**src/rtl/shift_count_unit_pkg.sv**
```systemverilog
// Shared constants and types for the shift count unit.
//   WIDTH / CNT_W : default operand width and count width (CNT_W must hold WIDTH)
//   mode_e        : what is being counted (leading zeros, trailing zeros, sign bits)
//   state_e       : control FSM states
package shift_count_unit_pkg;

  localparam int unsigned WIDTH = 32;
  localparam int unsigned CNT_W = 6;

  typedef enum logic [1:0] {
    MODE_LEAD,
    MODE_TRAIL,
    MODE_SIGN
  } mode_e;

  typedef enum logic [1:0] {
    IDLE,
    SCAN,
    DONE
  } state_e;

endpackage

```
**src/rtl/shift_count_unit_step.sv**
```systemverilog
// One scan step of the count unit (purely combinational).
//   w      : current work value
//   c      : number of positions already examined
//   mode   : counting mode
//   stop   : scan terminates on this value
//   w_next : work value after one more shift (used only when stop is low)
module shift_count_unit_step
  import shift_count_unit_pkg::*;
#(
  parameter int unsigned WIDTH = shift_count_unit_pkg::WIDTH,
  parameter int unsigned CNT_W = shift_count_unit_pkg::CNT_W
) (
  input  logic [WIDTH-1:0] w,
  input  logic [CNT_W-1:0] c,
  input  mode_e            mode,
  output logic             stop,
  output logic [WIDTH-1:0] w_next
);

  localparam logic [CNT_W-1:0] CntFull = CNT_W'(WIDTH);
  localparam logic [CNT_W-1:0] CntSign = CNT_W'(WIDTH - 1);

  always_comb begin
    stop   = 1'b1;
    w_next = w;
    unique case (mode)
      MODE_LEAD: begin
        stop   = w[WIDTH-1] || (c == CntFull);
        w_next = w << 1;
      end
      MODE_TRAIL: begin
        stop   = w[0] || (c == CntFull);
        w_next = w >> 1;
      end
      MODE_SIGN: begin
        // At most WIDTH-1 redundant copies of the sign can exist.
        stop   = (w[WIDTH-1] != w[WIDTH-2]) || (c == CntSign);
        w_next = w << 1;
      end
      default: begin
        stop   = 1'b1;
        w_next = w;
      end
    endcase
  end

endmodule

```
**src/rtl/shift_count_unit.sv**
```systemverilog
// Iterative leading-zero / trailing-zero / redundant-sign-bit counter.
// Examines one bit position per cycle and returns the count plus the operand
// normalized by that count.
//   Clk, Rst_n          : clock, asynchronous active-low reset
//   Start               : request; Input/Type/Direction sampled when accepted
//   Input               : operand
//   Type                : 0 = zero count, 1 = redundant sign-bit count
//   Direction           : zero count only: 0 = leading, 1 = trailing
//   Busy                : count in progress
//   Done                : one-cycle pulse when Count/Normalized update
//   Count, Normalized   : result, held until the next completion or reset
module shift_count_unit
  import shift_count_unit_pkg::*;
#(
  parameter int unsigned WIDTH = shift_count_unit_pkg::WIDTH,
  parameter int unsigned CNT_W = shift_count_unit_pkg::CNT_W
) (
  input  logic             Clk,
  input  logic             Rst_n,
  input  logic             Start,
  input  logic [WIDTH-1:0] Input,
  input  logic             Type,
  input  logic             Direction,
  output logic             Busy,
  output logic             Done,
  output logic [CNT_W-1:0] Count,
  output logic [WIDTH-1:0] Normalized
);

  state_e           state_q, state_d;
  mode_e            mode_q, mode_in;
  logic [WIDTH-1:0] work_q, work_next;
  logic [CNT_W-1:0] cnt_q;
  logic             stop;
  logic             accept, finish;
  logic             busy_q, busy_d;
  logic             done_q, done_d;
  logic [CNT_W-1:0] count_q;
  logic [WIDTH-1:0] norm_q;

  assign mode_in = Type ? MODE_SIGN : (Direction ? MODE_TRAIL : MODE_LEAD);

  shift_count_unit_step #(
    .WIDTH (WIDTH),
    .CNT_W (CNT_W)
  ) u_step (
    .w      (work_q),
    .c      (cnt_q),
    .mode   (mode_q),
    .stop   (stop),
    .w_next (work_next)
  );

  // State register.
  always_ff @(posedge Clk or negedge Rst_n) begin
    if (!Rst_n) begin
      state_q <= IDLE;
    end else begin
      state_q <= state_d;
    end
  end

  // Next-state logic. Start is only honoured outside SCAN.
  always_comb begin
    state_d = state_q;
    unique case (state_q)
      IDLE, DONE: state_d = Start ? SCAN : IDLE;
      SCAN:       state_d = stop ? DONE : SCAN;
      default:    state_d = IDLE;
    endcase
  end

  // Output / datapath control.
  always_comb begin
    accept = (state_q != SCAN) && Start;
    finish = (state_q == SCAN) && stop;
    busy_d = (state_d == SCAN);
    done_d = (state_d == DONE);
  end

  always_ff @(posedge Clk or negedge Rst_n) begin
    if (!Rst_n) begin
      work_q  <= '0;
      cnt_q   <= '0;
      mode_q  <= MODE_LEAD;
      busy_q  <= 1'b0;
      done_q  <= 1'b0;
      count_q <= '0;
      norm_q  <= '0;
    end else begin
      busy_q <= busy_d;
      done_q <= done_d;
      if (accept) begin
        work_q <= Input;
        cnt_q  <= '0;
        mode_q <= mode_in;
      end else if ((state_q == SCAN) && !stop) begin
        work_q <= work_next;
        cnt_q  <= cnt_q + 1'b1;
      end
      if (finish) begin
        count_q <= cnt_q;
        norm_q  <= work_q;
      end
    end
  end

  assign Busy       = busy_q;
  assign Done       = done_q;
  assign Count      = count_q;
  assign Normalized = norm_q;

endmodule

```
**config.mk**
```make
export PLATFORM = sky130hd
export DESIGN_NAME = shift_count_unit
export DESIGN_NICKNAME = d
export VERILOG_FILES = /design/src/rtl/shift_count_unit_pkg.sv /design/src/rtl/shift_count_unit_step.sv /design/src/rtl/shift_count_unit.sv
export SDC_FILE = /design/constraint.sdc
export NUM_CORES = 1
export LEC_CHECK = 0
export ABC_AREA = 1
export CAP_MARGIN = 10
export CORE_MARGIN = 2
export CORE_UTILIZATION = 25
export CTS_CLUSTER_DIAMETER = 40
export CTS_CLUSTER_SIZE = 25
export DETAILED_ROUTE_END_ITERATION = 10
export SKIP_LAST_GASP = 1
export SLEW_MARGIN = 25
export SYNTH_ARGS = -nofsm -noshare
export SYNTH_HDL_FRONTEND = slang
export SYNTH_SLANG_ARGS = --single-unit
```
**constraint.sdc**
```tcl
create_clock -name Clk -period 1.92 [get_ports Clk]
set_input_delay 0.192 -clock Clk [delete_from_list [all_inputs] [get_ports Clk]]
set_output_delay 0.192 -clock Clk [all_outputs]
set_load 0.05 [all_outputs]
```
==> impl_metrics.yaml <==
finish:
  drive_gt1_frac: 0.119
  num-fill-cells: 1782
  final_area_sq_mm: 0.00551
  area_growth_pct: 34.0
  nNetsFinal: 640
  final_cells: 822
  antenna_cells: 0
critical_path:
  crit_path_start: "Normalized[7]"
  crit_type: "reg2out"
  critPathMaxFanout: 2
  timing.critical_path.slowest_cell_delay_ns: 0.83
  worst_path_dominant_cell_family: "buffers and inverters"
  worst_ep_required_time_ns: 1.73
  ff2ff_path_depth: 9
  cp_slowest_cell: "clkdlybuf4s50_1"
  end_kind: "primary output"
  rrSetupSlack_ns: 0.22
  cp-start-kind: "flop"
  r2r_start: "cnt_q[0]"
  critPathBufInv: 1
  path_cells: "clkdlybuf4s50_1"
  crit_arrival_ns: 1.56
  r2r_end: "work_q[13]"
floorplan:
  row_count: 46
  io_pins: 77
  initial_utilization: 0.257
  dieArea_sq_mm: 0.0175
  die_w_microns: 132
  core_area_sq_mm: 0.0160
  fp.dieH_microns: 132
synthesis:
  synth_top_area_cell: "dfrtp_1"
  synth_common_cells: "168 x nand2_1, 82 x dfrtp_1, 69 x o21ai_0, 42 x nand3_1, 42 x nor2_1"
  synth_edf_count: 0
  ys_ff_latch: 82
  synth_area_sq_mm: 0.00411
  synth_top_area_share: 0.499
  synthTopCellsByArea: "dfrtp_1 50%, nand2_1 15%, o21ai_0 8.4%, nand3_1 5.1%, or2_2 4.1%"
  synth.avg_cell_area_sq_um: 7.73
  ys_seq_area_frac: 0.499
  synth_ff_type: "dfrtp_1"
  syn_nets: 571
  synthCells: 532
  yosysMostFrequentCell: "nand2_1"
  yosys.cell_types.count: 22
  ys_warn_count: 0
  synthArstFlopShare: 1.00
clock_tree:
  cts.htree.levels: 3
  cts_buffers: 9
  clock-sinks: 82
  clk_latency_ns: 0.34
  cts_tree: "built"
  clk_pin_slew_ns: 0.06
  ctsRootBufferMaster: "clkbuf_16"
  clock_path_buffers: 2
drt:
  first_pass_iters: 4
  wl_microns: 11100
  vias_per_cell: 4.40
  drt_iter0_drc: 283
  final_antenna_net_count: 0
  drc: 0
  wl_per_cell_microns: 13.5
  vias: 3613
power:
  powerDensity_mw_per_mm2: 1910
  ir_drop_mv: 0.635
  p_total_mw: 10.5
  power.leakage_nw: 2.61
sta:
  fin_crit_sh: 0.915
  fin_skew_ns: 0.00500
  finalSetupViolations: 0
  setup_tns_ns: 0
  rsz0062_at_grt: "no"
  hold_viol: 0
  fin_crit_ns: 1.76
  relSlewSlack: 0.650
  fmaxAchievable_ghz: 0.569
  slew_violations: 0
  worst_slew_pin_slew_ns: 0.525
global_routing:
  grt_pass1_vias: 3583
  grt_pass1_wl_microns: 18900
  grt_max_degree: 39
  globalRouteOverflowTotal: 0
  grt_use_total: 0.134
  antenna_found_initial: 0
job:
  cap_viol_max_count: 0
placed_design:
  place_area_sq_mm: 0.00516
  place_congestion: 0.802
  dp.cells: 805
  hpwlAfterDp_microns: 7660
  port-buffer-count: 76
hold_path:
  min_path_type: "in2async"
run_status:
  status: "completed"
[cell families (layout without fill, tap and decap cells)]
logic type,count (synthesis),after routing,share of synthesized area
and+or+nand+nor,291,291,0.306
AOI/OAI and AO/OA,101,101,0.123
DFF,82,82,0.499
buffers and inverters,53,127,0.0602
xor gates and xnor gates,3,3,0.00639
adders and majority gates,2,2,0.00608
[sequential cells by signal, indices dropped and copies added (netlist names)]
signal      cells
cnt_q           6
work_q         32
mode_q          2
Busy            1
Count           6
state_q         2
Normalized     32
Done            1
[worst register-to-register path, cell delays in order, from the launching register on]
cell	delay, ns
dfrtp_1	0.42
ha_1	0.23
nand2_1	0.06
nand3b_1	0.15
nand2_1	0.11
nand2_4	0.11
nand2_2	0.12
buf_4	0.23
nand3_1	0.11
nand2_1	0.08
[where the power goes]
| group | internal (mW) | switching, mW |
|---|---|---|
| Clock | 1.27 | 0.679 |
| Combinational | 1.91 | 3.59 |
| Sequential | 2.50 | 0.573 |
| Total | 5.68 | 4.85 |
[layout by cell type (no fill, tap or decap), types with 2 or more instances in the layout]
cell	count
clkbuf_1	2
clkbuf_16	9
nand2_4	2
clkdlybuf4s50_1	75
dfrtp_1	82
o21ai_0	69
bufinv_16	3
nand2_2	2
buf_12	5
nand2_1	168
xor2_1	3
nor2_1	42
nand4_1	4
nor2_4	2
inv_2	4
ha_1	2
buf_4	15
inv_1	10
or2_2	27
nand3_1	42
a21oi_1	32
[per-stage QoR]
stage | worst slack [ns] | util | hold slack, ns
floorplan | 0.427 | - | -0.104
global placement | 0.250 | 0.323 | 0.206
detailed placement | 0.171 | 0.323 | 0.208
CTS | 0.151 | 0.344 | 0.388
global route | 0.00430 | 0.345 | 0.408
finish | 0.164 | 0.345 | 0.378
[cell type report]
cell class / instances / area (sq um) / area share
flip-flops and latches: 82 / 2050 / 0.372
multi-input cells: 397 / 1820 / 0.330
repair buffers: 97 / 985 / 0.179
well taps: 216 / 270 / 0.0490
clock buffers: 11 / 233 / 0.0422
clock inverters: 5 / 103 / 0.0186
inverters: 14 / 52.6 / 0.00953
[routing by layer]
metal,share of wire,up-vias,GRT usage,wire [microns]
met5,0,-,0,0
met4,0.0055,0,0.0311,61
met3,0.048,5,0.0319,531
met2,0.45,79,0.203,5010
met1,0.50,1673,0.193,5520
li1,-,1856,-,-
[repair_timing]
action / in CTS / in global routing
buffers inserted: 0 / 0
hold buffers: 1 / 0
resized for setup: 0 / 1
endpoints found under the hold margin: 36 / 0
endpoints found under the setup margin: 0 / 2
[worst max path at each step]
stage / cells after the start / slack, ns / to
3_5_place_dp: 10 / 0.17 / work_q[13]
6_report: 1 / 0.16 / Normalized[7]
5_1_grt: 8 / 0.004 / Count[3]
2_1_floorplan: 10 / 0.43 / work_q[6]
4_1_cts: 1 / 0.15 / Normalized[7]
3_3_place_gp: 10 / 0.25 / work_q[8]
Note: power is estimated with default switching activity, not from simulation.
==> edit, RTL diff (same settings) <==
Set the package constant `WIDTH` to 64 (it was 32).
--- a/src/rtl/shift_count_unit_pkg.sv
+++ b/src/rtl/shift_count_unit_pkg.sv
@@ -4,7 +4,7 @@
 //   state_e       : control FSM states
 package shift_count_unit_pkg;
 
-  localparam int unsigned WIDTH = 32;
+  localparam int unsigned WIDTH = 64;
   localparam int unsigned CNT_W = 6;
 
   typedef enum logic [1:0] {
Ports: changed (resized Input and Normalized); port bits go from 77 to 141. No check against the original RTL was run, so the function may have changed too.
==> edit against the original RTL <==
Hold slack worse by 0.10 ns. Total power is 76% higher. Critical path type unchanged. Utilization down 0.44 points. Count of clock-buffer cells in the layout up 11. Combinational power is 73% higher. Sequential cell count rose by 64. Cell count up 77%. Cell area up 78%. Routed wire length up 94%. Area after synthesis is 78% higher. Setup slack worse by 0.064 ns.
==> edit: results (changes against the original RTL) <==
Status: finished clean (unchanged)
Worst slack, placed: 0.0858 ns (was 0.171 ns)
Worst-path fanout max: 2 (unchanged)
DR WL met2: 10100 um (was 5010 um)
Filler cells: 3022 (was 1782)
Compound-cell area share of the yosys netlist: 0.119 (was 0.123)
Top Metal Used: met5 (was met4)
Port Buf Inserts: 140 (was 76)
Total GRT Usage: 0.146 (was 0.134)
DPL Wire Length: 14200 um (was 7660 um)
Post-synthesis xor/xnor area fraction: 0.00359 (was 0.00639)
Final net count: 1134 (was 640)
Net Sw Frac: 0.472 (was 0.460)
Gpl congestion: 0.771 (was 0.802)
Reg2reg path depth: 10 (was 9)
# H-tree levels: 4 (was 3)
Clk_lat worst skew: 0.42 ns (was 0.34 ns)
Peak supply drop: 1.04 mV (was 0.635 mV)
Initial drt markers: 378 (was 283)
Fraction of registers with async set/reset: 1.00 (unchanged)
Worst slew pin tran: 0.635 ns (was 0.525 ns)
Netlist cell types: 24 (was 22)
TritonCTS buffer count: 17 (was 9)
Sequential power: 0.00550 W (was 0.00307 W)
Leakage Power: 4.67 nW (was 2.61 nW)
Met1 Usage GRT: 0.196 (was 0.193)
Commonest cells in the synthesized netlist: 362 x nand2_1, 146 x dfrtp_1, 119 x nor2_1, 73 x nand3_1, 57 x o31ai_1 (was 168 x nand2_1, 82 x dfrtp_1, 69 x o21ai_0, 42 x nand3_1, 42 x nor2_1)
Slowest library cell on the worst path: clkdlybuf4s50_1 (unchanged)
DR WL met3: 934 um (was 531 um)
Fraction of layout cells with a size suffix above 1: 0.0651 (was 0.119)
M3 GR Usage: 0.0313 (was 0.0319)
First-pass GRT wire length: 35900 um (was 18900 um)
Met2 Usage GRT: 0.234 (was 0.203)
Clock Power: 0.00347 W (was 0.00195 W)
Vias in the first global route: 6800 (was 3583)
Synth area leaders: dfrtp_1 50%, nand2_1 19%, nor2_1 6.1% (was dfrtp_1 50%, nand2_1 15%, o21ai_0 8.4%)
Largest net degree at the start of global routing: 64 (was 39)
Critical Path AT: 1.63 ns (was 1.56 ns)
Metal-1 WL: 10300 um (was 5520 um)
Sequential-to-total area share from yosys stat: 0.499 (about the same)
Synthesized Nets: 1022 (was 571)
[edit: cell types whose count changed after synthesis, moves of 11 or more]
cell      unedited run  this run
a21oi_1             32         1
buf_4                3        16
clkbuf_1            16        27
dfrtp_1             82       146
nand2_1            168       362
nand3_1             42        73
nor2_1              42       119
o21ai_0             69        53
o21ai_1              0        34
o31ai_1              0        57
or2_2               27         0
[edit: worst paths after layout]
kind	start	endpoint	slack, ns
worst min-delay path	Rst_n	Normalized[11]$_DFFE_PN0P_	0.28
max in group asynchronous	Rst_n	Normalized[60]$_DFFE_PN0P_	1.01
worst max register to register	cnt_q[1]$_DFFE_PN0P_	work_q[8]$_DFFE_PN0P_	0.16
min in group Clk	Direction	mode_q[0]$_DFFE_PN0P_	0.36
worst min register to register	Normalized[47]$_DFFE_PN0P_	Normalized[47]$_DFFE_PN0P_	0.48
worst max-delay path	Count[4]$_DFFE_PN0P_	Count[4]	0.1
[edit: stage by stage]
| stage | cells | hold WS (ns) | total power, W | utilization | area (um^2) |
|---|---|---|---|---|---|
| CTS | 1459 | 0.278 | 0.0187 | 0.340 | 9780 |
| global placement | 1427 | 0.174 | 0.0150 | 0.318 | 9170 |
| detailed placement | 1427 | 0.171 | 0.0151 | 0.318 | 9170 |
| finish | 1459 | 0.278 | 0.0185 | 0.340 | 9790 |
| floorplan | 951 | -0.104 | 0.0121 | - | 7320 |
| global route | 1459 | 0.307 | 0.0200 | 0.340 | 9790 |
[edit: cell type report]
cell class / instances / area [um^2] / area share
timing repair buffer: 167 / 1790 / 0.183
tap: 384 / 480 / 0.0491
multi-input combinational: 714 / 3190 / 0.326
sequential: 146 / 3660 / 0.373
clock buffer: 22 / 474 / 0.0484
clock inverter: 9 / 130 / 0.0133
inverter: 17 / 63.8 / 0.00652
